### src/rtl/flag_branch_unit.sv
// ---------------------------------------------------------------------------
// flag_branch_unit
//
// Holds the architectural N/V/Z flag register and the program counter.
// Branch conditions are evaluated against the registered flags. The PC
// advances sequentially, takes PC-relative or register branches, and
// freezes in HALT until reset.
//
// Ports:
//   clk        system clock, rising edge
//   rst_n      asynchronous active-low reset
//   alu_flag   ALU flag output {Z, V, N}
//   flag_we    load alu_flag into the flag register this cycle
//   stall      hold PC, flags, state and counter
//   is_b       conditional branch, PC-relative (imm9 in halfwords)
//   is_br      conditional branch to br_target
//   is_hlt     halt instruction
//   cond       condition code
//   imm9       signed branch offset in halfwords
//   br_target  register branch target
//   flag_out   registered flags, fed back to the ALU
//   pc         current PC
//   pc_plus2   pc + 2 (combinational)
//   taken      branch taken this cycle (combinational)
//   halted     high in HALT
//   taken_cnt  saturating count of taken branches
//
// Build option:
//   FLAG_BRANCH_CNT_EN  when defined, taken_cnt counts taken branches;
//                       otherwise taken_cnt is constant zero.
//
// state | meaning
// ------+--------------------------------------------------------------
// RUN   | normal fetch: PC and flags update unless stalled
// HALT  | PC and flags frozen, all control inputs ignored, exit by reset
// ---------------------------------------------------------------------------
module flag_branch_unit #(
    parameter int              PC_W     = 16,
    parameter logic [PC_W-1:0] RESET_PC = '0
) (
    input  logic            clk,
    input  logic            rst_n,
    input  logic [2:0]      alu_flag,
    input  logic            flag_we,
    input  logic            stall,
    input  logic            is_b,
    input  logic            is_br,
    input  logic            is_hlt,
    input  logic [2:0]      cond,
    input  logic [8:0]      imm9,
    input  logic [PC_W-1:0] br_target,
    output logic [2:0]      flag_out,
    output logic [PC_W-1:0] pc,
    output logic [PC_W-1:0] pc_plus2,
    output logic            taken,
    output logic            halted,
    output logic [15:0]     taken_cnt
);

    typedef enum logic {
        S_RUN  = 1'b0,
        S_HALT = 1'b1
    } state_t;

    state_t            state_q;
    state_t            state_d;
    logic [PC_W-1:0]   pc_q;
    logic [PC_W-1:0]   pc_d;
    logic [2:0]        flag_q;
    logic [2:0]        flag_d;
    logic              cond_true;
    logic              run;
    logic              advance;
    logic [PC_W-1:0]   br_offset;

    logic flag_n;
    logic flag_v;
    logic flag_z;

    assign flag_n = flag_q[0];
    assign flag_v = flag_q[1];
    assign flag_z = flag_q[2];

    assign run     = (state_q == S_RUN);
    assign advance = run & ~stall;

    assign pc_plus2 = pc_q + PC_W'(2);

    // Sign-extended halfword offset converted to a byte offset.
    assign br_offset = {{(PC_W-9){imm9[8]}}, imm9[7:0], 1'b0};

    // Conditions look only at the registered flags, so a flag write in the
    // same cycle as a branch does not affect that branch.
    always_comb begin
        cond_true = 1'b0;
        unique case (cond)
            3'b000: cond_true = ~flag_z;
            3'b001: cond_true = flag_z;
            3'b010: cond_true = ~flag_z & ~flag_n;
            3'b011: cond_true = flag_n;
            3'b100: cond_true = flag_z | ~flag_n;
            3'b101: cond_true = flag_n | flag_z;
            3'b110: cond_true = flag_v;
            3'b111: cond_true = 1'b1;
            default: cond_true = 1'b0;
        endcase
    end

    assign taken = (is_b | is_br) & cond_true & run & ~is_hlt;

    always_comb begin
        state_d = state_q;
        pc_d    = pc_q;
        flag_d  = flag_q;
        if (advance) begin
            if (is_hlt) begin
                state_d = S_HALT;
            end else if (is_br && taken) begin
                pc_d = br_target;
            end else if (is_b && taken) begin
                pc_d = pc_plus2 + br_offset;
            end else begin
                pc_d = pc_plus2;
            end
            if (flag_we) begin
                flag_d = alu_flag;
            end
        end
    end

    always_ff @(posedge clk or negedge rst_n) begin
        if (!rst_n) begin
            state_q <= S_RUN;
            pc_q    <= RESET_PC;
            flag_q  <= 3'b000;
        end else begin
            state_q <= state_d;
            pc_q    <= pc_d;
            flag_q  <= flag_d;
        end
    end

    assign pc       = pc_q;
    assign flag_out = flag_q;
    assign halted   = (state_q == S_HALT);

`ifdef FLAG_BRANCH_CNT_EN
    logic [15:0] cnt_q;

    always_ff @(posedge clk or negedge rst_n) begin
        if (!rst_n) begin
            cnt_q <= 16'h0000;
        end else if (taken && !stall && cnt_q != 16'hFFFF) begin
            cnt_q <= cnt_q + 16'h0001;
        end
    end

    assign taken_cnt = cnt_q;
`else
    assign taken_cnt = 16'h0000;
`endif

endmodule

### config.mk
export PLATFORM = sky130hd
export DESIGN_NAME = flag_branch_unit
export DESIGN_NICKNAME = d
export VERILOG_FILES = /design/src/rtl/flag_branch_unit.sv
export SDC_FILE = /design/constraint.sdc
export NUM_CORES = 1
export LEC_CHECK = 0
export BUFFER_PORTS_ARGS = -buffer_cell sky130_fd_sc_hd__buf_2
export CORE_ASPECT_RATIO = 1.5
export CORE_MARGIN = 2
export CORE_UTILIZATION = 53
export DETAILED_ROUTE_END_ITERATION = 8
export GPL_TIMING_DRIVEN = 0
export HOLD_SLACK_MARGIN = 0.03
export PLACE_DENSITY_LB_ADDON = 0.12
export SLEW_MARGIN = 10
export SYNTH_ARGS = -nofsm -noshare
export SYNTH_HDL_FRONTEND = slang
export SYNTH_SLANG_ARGS = --single-unit
export TNS_END_PERCENT = 1
### constraint.sdc
create_clock -name clk -period 6.86 [get_ports clk]
set_clock_uncertainty 0.2 [all_clocks]
set_input_delay 1.372 -clock clk [delete_from_list [all_inputs] [get_ports clk]]
set_output_delay 1.372 -clock clk [all_outputs]
set_load 0.03 [all_outputs]
==> results of run 1 <==
-- worst paths after layout --
| check | startpoint | endpoint | slack, ns |
|---|---|---|---|
| max in group asynchronous | rst_n | pc[2]$_DFFE_PN0P_ | 5.28 |
| min in group asynchronous | rst_n | pc[13]$_DFFE_PN0P_ | 0.85 |
| hold reg to reg | pc[0]$_DFFE_PN0P_ | pc[0]$_DFFE_PN0P_ | 0.34 |
| setup reg to reg | pc[3]$_DFFE_PN0P_ | pc[15]$_DFFE_PN0P_ | 3.17 |
| hold / removal | pc[0]$_DFFE_PN0P_ | pc[0]$_DFFE_PN0P_ | 0.34 |
| setup / recovery | cond[2] | taken | 2.57 |
-- metrics by stage --
step | hold slack, ns | instances | setup WS, ns
6_report | 0.339 | 423 | 2.57
5_1_grt | 0.350 | 423 | 2.44
4_1_cts | 0.343 | 423 | 2.58
3_5_place_dp | 0.324 | 419 | 2.58
3_3_place_gp | 0.309 | 419 | 2.60
2_1_floorplan | 0.487 | 300 | 2.88
-- area by class of cell --
type / count / share of cell area
tap: 46 / 0.0204
sequential: 20 / 0.177
inverter: 9 / 0.0120
buffer: 24 / 0.0558
timing repair buffer: 73 / 0.129
clock buffer: 4 / 0.0195
multi-input combinational: 247 / 0.586
-- registers in the layout, summed over array words and instances, names as in the netlist --
name	count
pc	16
flag_out	3
halted	1
-- where the power goes --
part	leakage, uW	total [uW]	switching [uW]	internal (uW)
Clock	0.0000288	95.9	44.7	51.2
Sequential	0.000256	164	26.8	137
Combinational	0.00116	389	243	146
Total	0.00144	648	315	334
-- cell usage in the layout (no fill, tap or decap), types with 3 or more instances in the layout --
cell,instances
a211oi_1,5
a21o_1,4
a21oi_1,11
a2bb2oi_1,4
a31oi_1,8
and3_1,5
buf_2,76
buf_4,17
clkbuf_1,4
clkbuf_8,4
conb_1,16
dfrtp_1,20
ha_1,18
inv_1,9
mux2_2,5
nand2_1,28
nand2b_1,4
nand3_1,8
nand3_2,3
nand4_1,3
nor2_1,22
nor2b_1,4
nor3_1,6
o211ai_1,4
o21a_1,3
o21ai_0,19
o31ai_1,4
or3_1,4
xnor2_1,15
xor2_1,9
-- metal layers --
metal / vias up / GRT usage / wire length, um
met5: - / 0 / 0
met4: 0 / 0.112 / 178
met3: 14 / 0.0169 / 297
met2: 83 / 0.451 / 3200
met1: 1102 / 0.302 / 2450
li1: 1203 / - / -
-- cell families (layout without fill, tap and decap cells) --
kind of cell | Yosys count | count (layout)
adders and majority gates | 19 | 19
other | 1 | 16
xor gates and xnor gates | 24 | 24
and+or+nand+nor | 99 | 99
DFF | 20 | 20
muxes | 7 | 7
AOI/OAI and AO/OA | 82 | 82
buffers and inverters | 33 | 110
==> out/qor.yml, run 1 <==
setup_path:
  crit_top_cell: "buf_2"
  path_delay_family: "compound AO/OA/AOI/OAI gates"
  slowest_stage: "nor3_1"
  slowest_delay_ns: 0.35
  path_class: "input pin to output pin"
  worstSetupStartpointType: "input pin"
  required_ns: 5.29
  cp.depth: 7
  cp_cell_sequence: "buf_2, and2b_1, o21ai_1, a31oi_1, nor3_1, o21a_1, buf_2"
  cp_num_buf_inv: 2
  setup.worst_path.end_class: "output pin"
  cp_max_fo: 6
  arrival_ns: 2.72
  reg2reg_depth: 9
global_route:
  antenna_found_initial: 0
  grt_max_degree: 21
  grt_pass1_wl_mm: 9.78
  grt_pass1_vias: 2212
  grt.total_usage: 0.253
  overflow: 0
finish:
  multi_input_area_sq_um: 1660
  postLayoutCoreUtil: 0.671
  num-fill-cells: 408
  regArea_sq_um: 500
  syn_to_final_growth_pct: 23.3
  drive_gt1_frac: 0.294
  num_antenna_cells: 0
  final_cell_area_sq_um: 2830
  nets: 435
flow_run:
  maxCapViolations: 0
placed_design:
  detailed_place_hpwl_mm: 4.89
  placed_area_sq_um: 2770
  io_buffers: 73
  place.gp.congestion: 0.806
drt:
  vias_per_cell: 5.68
  antenna_left: 0
  first_pass_iters: 4
  vias: 2402
  remaining_drc_errors: 0
  wl_per_cell_um: 14.5
  dr.first_iter.drc_count: 48
  routed_wl_mm: 6.12
floorplanning:
  coreArea_sq_um: 4210
  die_x_um: 57.7
  io_pins: 91
  die_area_sq_um: 4880
  row_count: 29
  start_util: 0.544
  die_height_um: 84.5
timing:
  max_freq_mhz: 233
  min_period_ns: 4.29
  finalHoldViolCount: 0
  tns_ns: 0
  setup_viol: 0
  tightest_slew_ns: 0.850
  min_period_over_period: 0.626
  slew_headroom: 0.419
  rsz0062_at_grt: "false"
  slew_violations: 0
yosys:
  synth_largest_area_cell: "dfrtp_1"
  synth.top_cell.area_share: 0.218
  synth_top_family_by_area: "compound AO/OA/AOI/OAI gates"
  synth.yosys.warnings: 0
  yosys.area_share.simple: 0.221
  synthAdderAreaFrac: 0.107
  syn-cell-area_sq_um: 2290
  seq_area_frac_synth: 0.218
  netlist_top_cells_area: "dfrtp_1, ha_1, xnor2_1"
  syn_area_per_cell_sq_um: 8.04
  synth_edf_count: 0
  async_reset_ff_frac: 1.00
  synth_most_common_cell: "nand2_1"
  synthCells: 285
  synth-xor-area-share: 0.0918
  postSynth.topFlopCell: "dfrtp_1"
  synthTopCellsByCount: "nand2_1, nor2_1, dfrtp_1"
  ys_types: 57
  synth_seq_cells: 20
  synth_mux_area_frac: 0.0333
  synth_compound_area_frac: 0.244
clock_network:
  post-cts-setup-buffers: 0
  numCtsBuffers: 3
  htree_levels: 1
  clkSinkCount: 20
  clock_path_buffers: 2
  clk_pin_slew_ns: 0.09
  cts_tree: "built"
  postCtsResizedCells: 0
  root_buffer: "clkbuf_8"
  worstSkewPairLatency_ns: 0.27
  ctsHoldBuffers: 0
pwr:
  ir_worst_vdd_uv: 181
  power.leakage_uw: 0.00144
  p_per_area_nw_per_um2: 229
  p_total_uw: 648
run_status:
  status: "finished, final reports clean"
hold_path:
  worstHoldPathType: "register to register"
  min_path_cells: 1
Note: power is estimated with default switching activity, not from simulation.
==> inputs of run 2 (changes only) <==
--- a/config.mk
+++ b/config.mk
@@ -8,7 +8,7 @@
 export BUFFER_PORTS_ARGS = -buffer_cell sky130_fd_sc_hd__buf_2
 export CORE_ASPECT_RATIO = 1.5
 export CORE_MARGIN = 2
-export CORE_UTILIZATION = 53
+export CORE_UTILIZATION = 45
 export DETAILED_ROUTE_END_ITERATION = 8
 export GPL_TIMING_DRIVEN = 0
 export HOLD_SLACK_MARGIN = 0.03
==> constraint.sdc (replaced) <==
create_clock -name clk -period 3.8 [get_ports clk]
set_clock_uncertainty 0.2 [all_clocks]
set_input_delay 0.76 -clock clk [delete_from_list [all_inputs] [get_ports clk]]
set_output_delay 0.76 -clock clk [all_outputs]
set_load 0.03 [all_outputs]
==> out/qor.yml, run 2 (synthesis gave the netlist of run 1 again) <==
run_status:
  status: "finished, final reports clean"
global_route:
  grt_max_degree: 21  # unchanged
  grt_pass1_vias: 2362  # +6.8%
  grt_pass1_wl_mm: 10.6  # +8.0%
  grt.total_usage: 0.227  # -0.0261
  overflow: 0  # unchanged
  antenna_found_initial: 0  # unchanged
setup_path:
  regToRegStartpoint: "pc[3]$_DFFE_PN0P_"
  cp_max_fo: 6  # unchanged
  worstSetupStartpointType: "register"
  required_ns: 3.76  # -1.53 ns
  arrival_ns: 3.45  # +0.73 ns
  path_class: "register to register"
  critPathLaunch: "pc[3]$_DFFE_PN0P_"
  setup.worst_path.end_class: "register"
clock_network:
  ctsHoldBuffers: 0  # unchanged
  clock_path_buffers: 2  # unchanged
  worstSkewPairLatency_ns: 0.27  # about the same
  clk_pin_slew_ns: 0.08  # about the same
  clkSinkCount: 20  # unchanged
  root_buffer: "clkbuf_8"
  numCtsBuffers: 3  # unchanged
  htree_levels: 1  # unchanged
  cts_tree: "built"
  post-cts-setup-buffers: 0  # unchanged
drt:
  wl_per_cell_um: 14.3  # -0.82%
  antenna_left: 0  # unchanged
  routed_wl_mm: 6.36  # +3.9%
  first_pass_iters: 4  # unchanged
  vias: 2401  # -0.042%
  vias_per_cell: 5.42  # -4.6%
  dr.first_iter.drc_count: 151  # +210%
  remaining_drc_errors: 0  # unchanged
finish:
  syn_to_final_growth_pct: 25.5
  num_antenna_cells: 0  # unchanged
  layout_commonest_cell: "buf_2"
  drive_gt1_frac: 0.297  # +0.00265
  postLayoutCoreUtil: 0.588  # -0.0832
  nets: 435  # unchanged
  largest_register_ff_count: 16  # unchanged
  mostFrequentLayoutCells: "buf_2, nand2_1, nor2_1"
  final_cell_area_sq_um: 2870  # +1.7%
pwr:
  p_per_area_nw_per_um2: 424  # +85%
  power.leakage_uw: 0.00145  # +0.51%
  ir_worst_vdd_uv: 182  # +0.50%
timing:
  max_freq_mhz: 286
  min_period_ns: 3.50
  slew_headroom: 0.491  # +0.0726
  tightest_slew_ns: 0.744  # -0.106 ns
  setup_viol: 0  # unchanged
  finalHoldViolCount: 0  # unchanged
  rsz0062_at_grt: "false"
  slew_violations: 0  # unchanged
  tns_ns: 0  # unchanged
  min_period_over_period: 0.920
placed_design:
  placed_area_sq_um: 2800  # +0.90%
  io_buffers: 73  # unchanged
  detailed_place_hpwl_mm: 5.10  # +4.1%
  place.gp.congestion: 0.842  # +4.4%
floorplanning:
  die_area_sq_um: 5690  # +17%
  io_pins: 91  # unchanged
  die_height_um: 91.4  # +8.1%
  coreArea_sq_um: 4890  # +16%
  row_count: 31  # +6.9%
  start_util: 0.469  # -0.0755
  die_x_um: 62.3  # +7.9%
flow_run:
  maxCapViolations: 0  # unchanged
hold_path:
  worstHoldPathType: "input pin to async pin"
-- run 2: final timing paths --
kind | to | slack (ns) | cells past startpoint
worst min-delay path | pc[12]$_DFFE_PN0P_ | 0.24 | 1
min in group clk | pc[0]$_DFFE_PN0P_ | 0.34 | 1
worst max-delay path | pc[15]$_DFFE_PN0P_ | 0.30 | 9
max in group asynchronous | pc[10]$_DFFE_PN0P_ | 2.83 | 1
worst max register to register | pc[15]$_DFFE_PN0P_ | 0.30 | 9
worst min register to register | pc[0]$_DFFE_PN0P_ | 0.34 | 1
-- run 2: per-layer routing --
metal | up-vias | part of all wire | routed length [um] | GRT usage
met5 | - | 0 | 0 | 0
met4 | 0 | 0.015 | 95 | 0.0704
met1 | 1124 | 0.39 | 2500 | 0.253
met2 | 70 | 0.54 | 3440 | 0.441
li1 | 1199 | - | - | -
met3 | 8 | 0.049 | 314 | 0.0260
-- run 2: timing repair --
item                       CTS  global route
hold endpoints to repair     0             0
gates resized for setup      0             1
setup endpoints to repair    0             1
-- run 2: critical path: stages, from the launching register on --
cell       delay (ns)
dfrtp_1          0.47
nand3_1          0.13
or4_1            0.59
nor2_1           0.21
xor2_1           0.20
ha_1             0.32
a2111oi_0        0.69
a2111oi_0        0.25
a211oi_1         0.24
nand2_1          0.07
-- run 2: final cells by class --
cell class                      instances  area [sq um]
Timing Repair Buffer                   73           365
Clock buffer                            3          41.3
Fill cell                             513          2010
Sequential cell                        20           500
Tap cell                               66          82.6
Inverter                                9          33.8
Buffer                                 24           158
Clock inverter                          1          30.0
Multi-Input combinational cell        247          1660
-- run 2: where the power goes --
| group | leakage, uW | total [uW] | switching [uW] | internal [uW] |
|---|---|---|---|---|
| Clock | 0.0000357 | 221 | 80.0 | 141 |
| Combinational | 0.00116 | 701 | 438 | 263 |
| Sequential | 0.000256 | 297 | 49.3 | 247 |
-- run 2: stage by stage --
| stage | setup WS, ns | hold slack, ns | std cells | total power (uW) |
|---|---|---|---|---|
| 2_1_floorplan | 0.0776 | 0.264 | 300 | 819 |
| 3_3_place_gp | 0.298 | 0.311 | 439 | 991 |
| 3_5_place_dp | 0.281 | 0.325 | 439 | 1000 |
| 4_1_cts | 0.279 | 0.259 | 443 | 1220 |
| 5_1_grt | 0.0762 | 0.274 | 443 | 1300 |
| 6_report | 0.303 | 0.239 | 443 | 1220 |
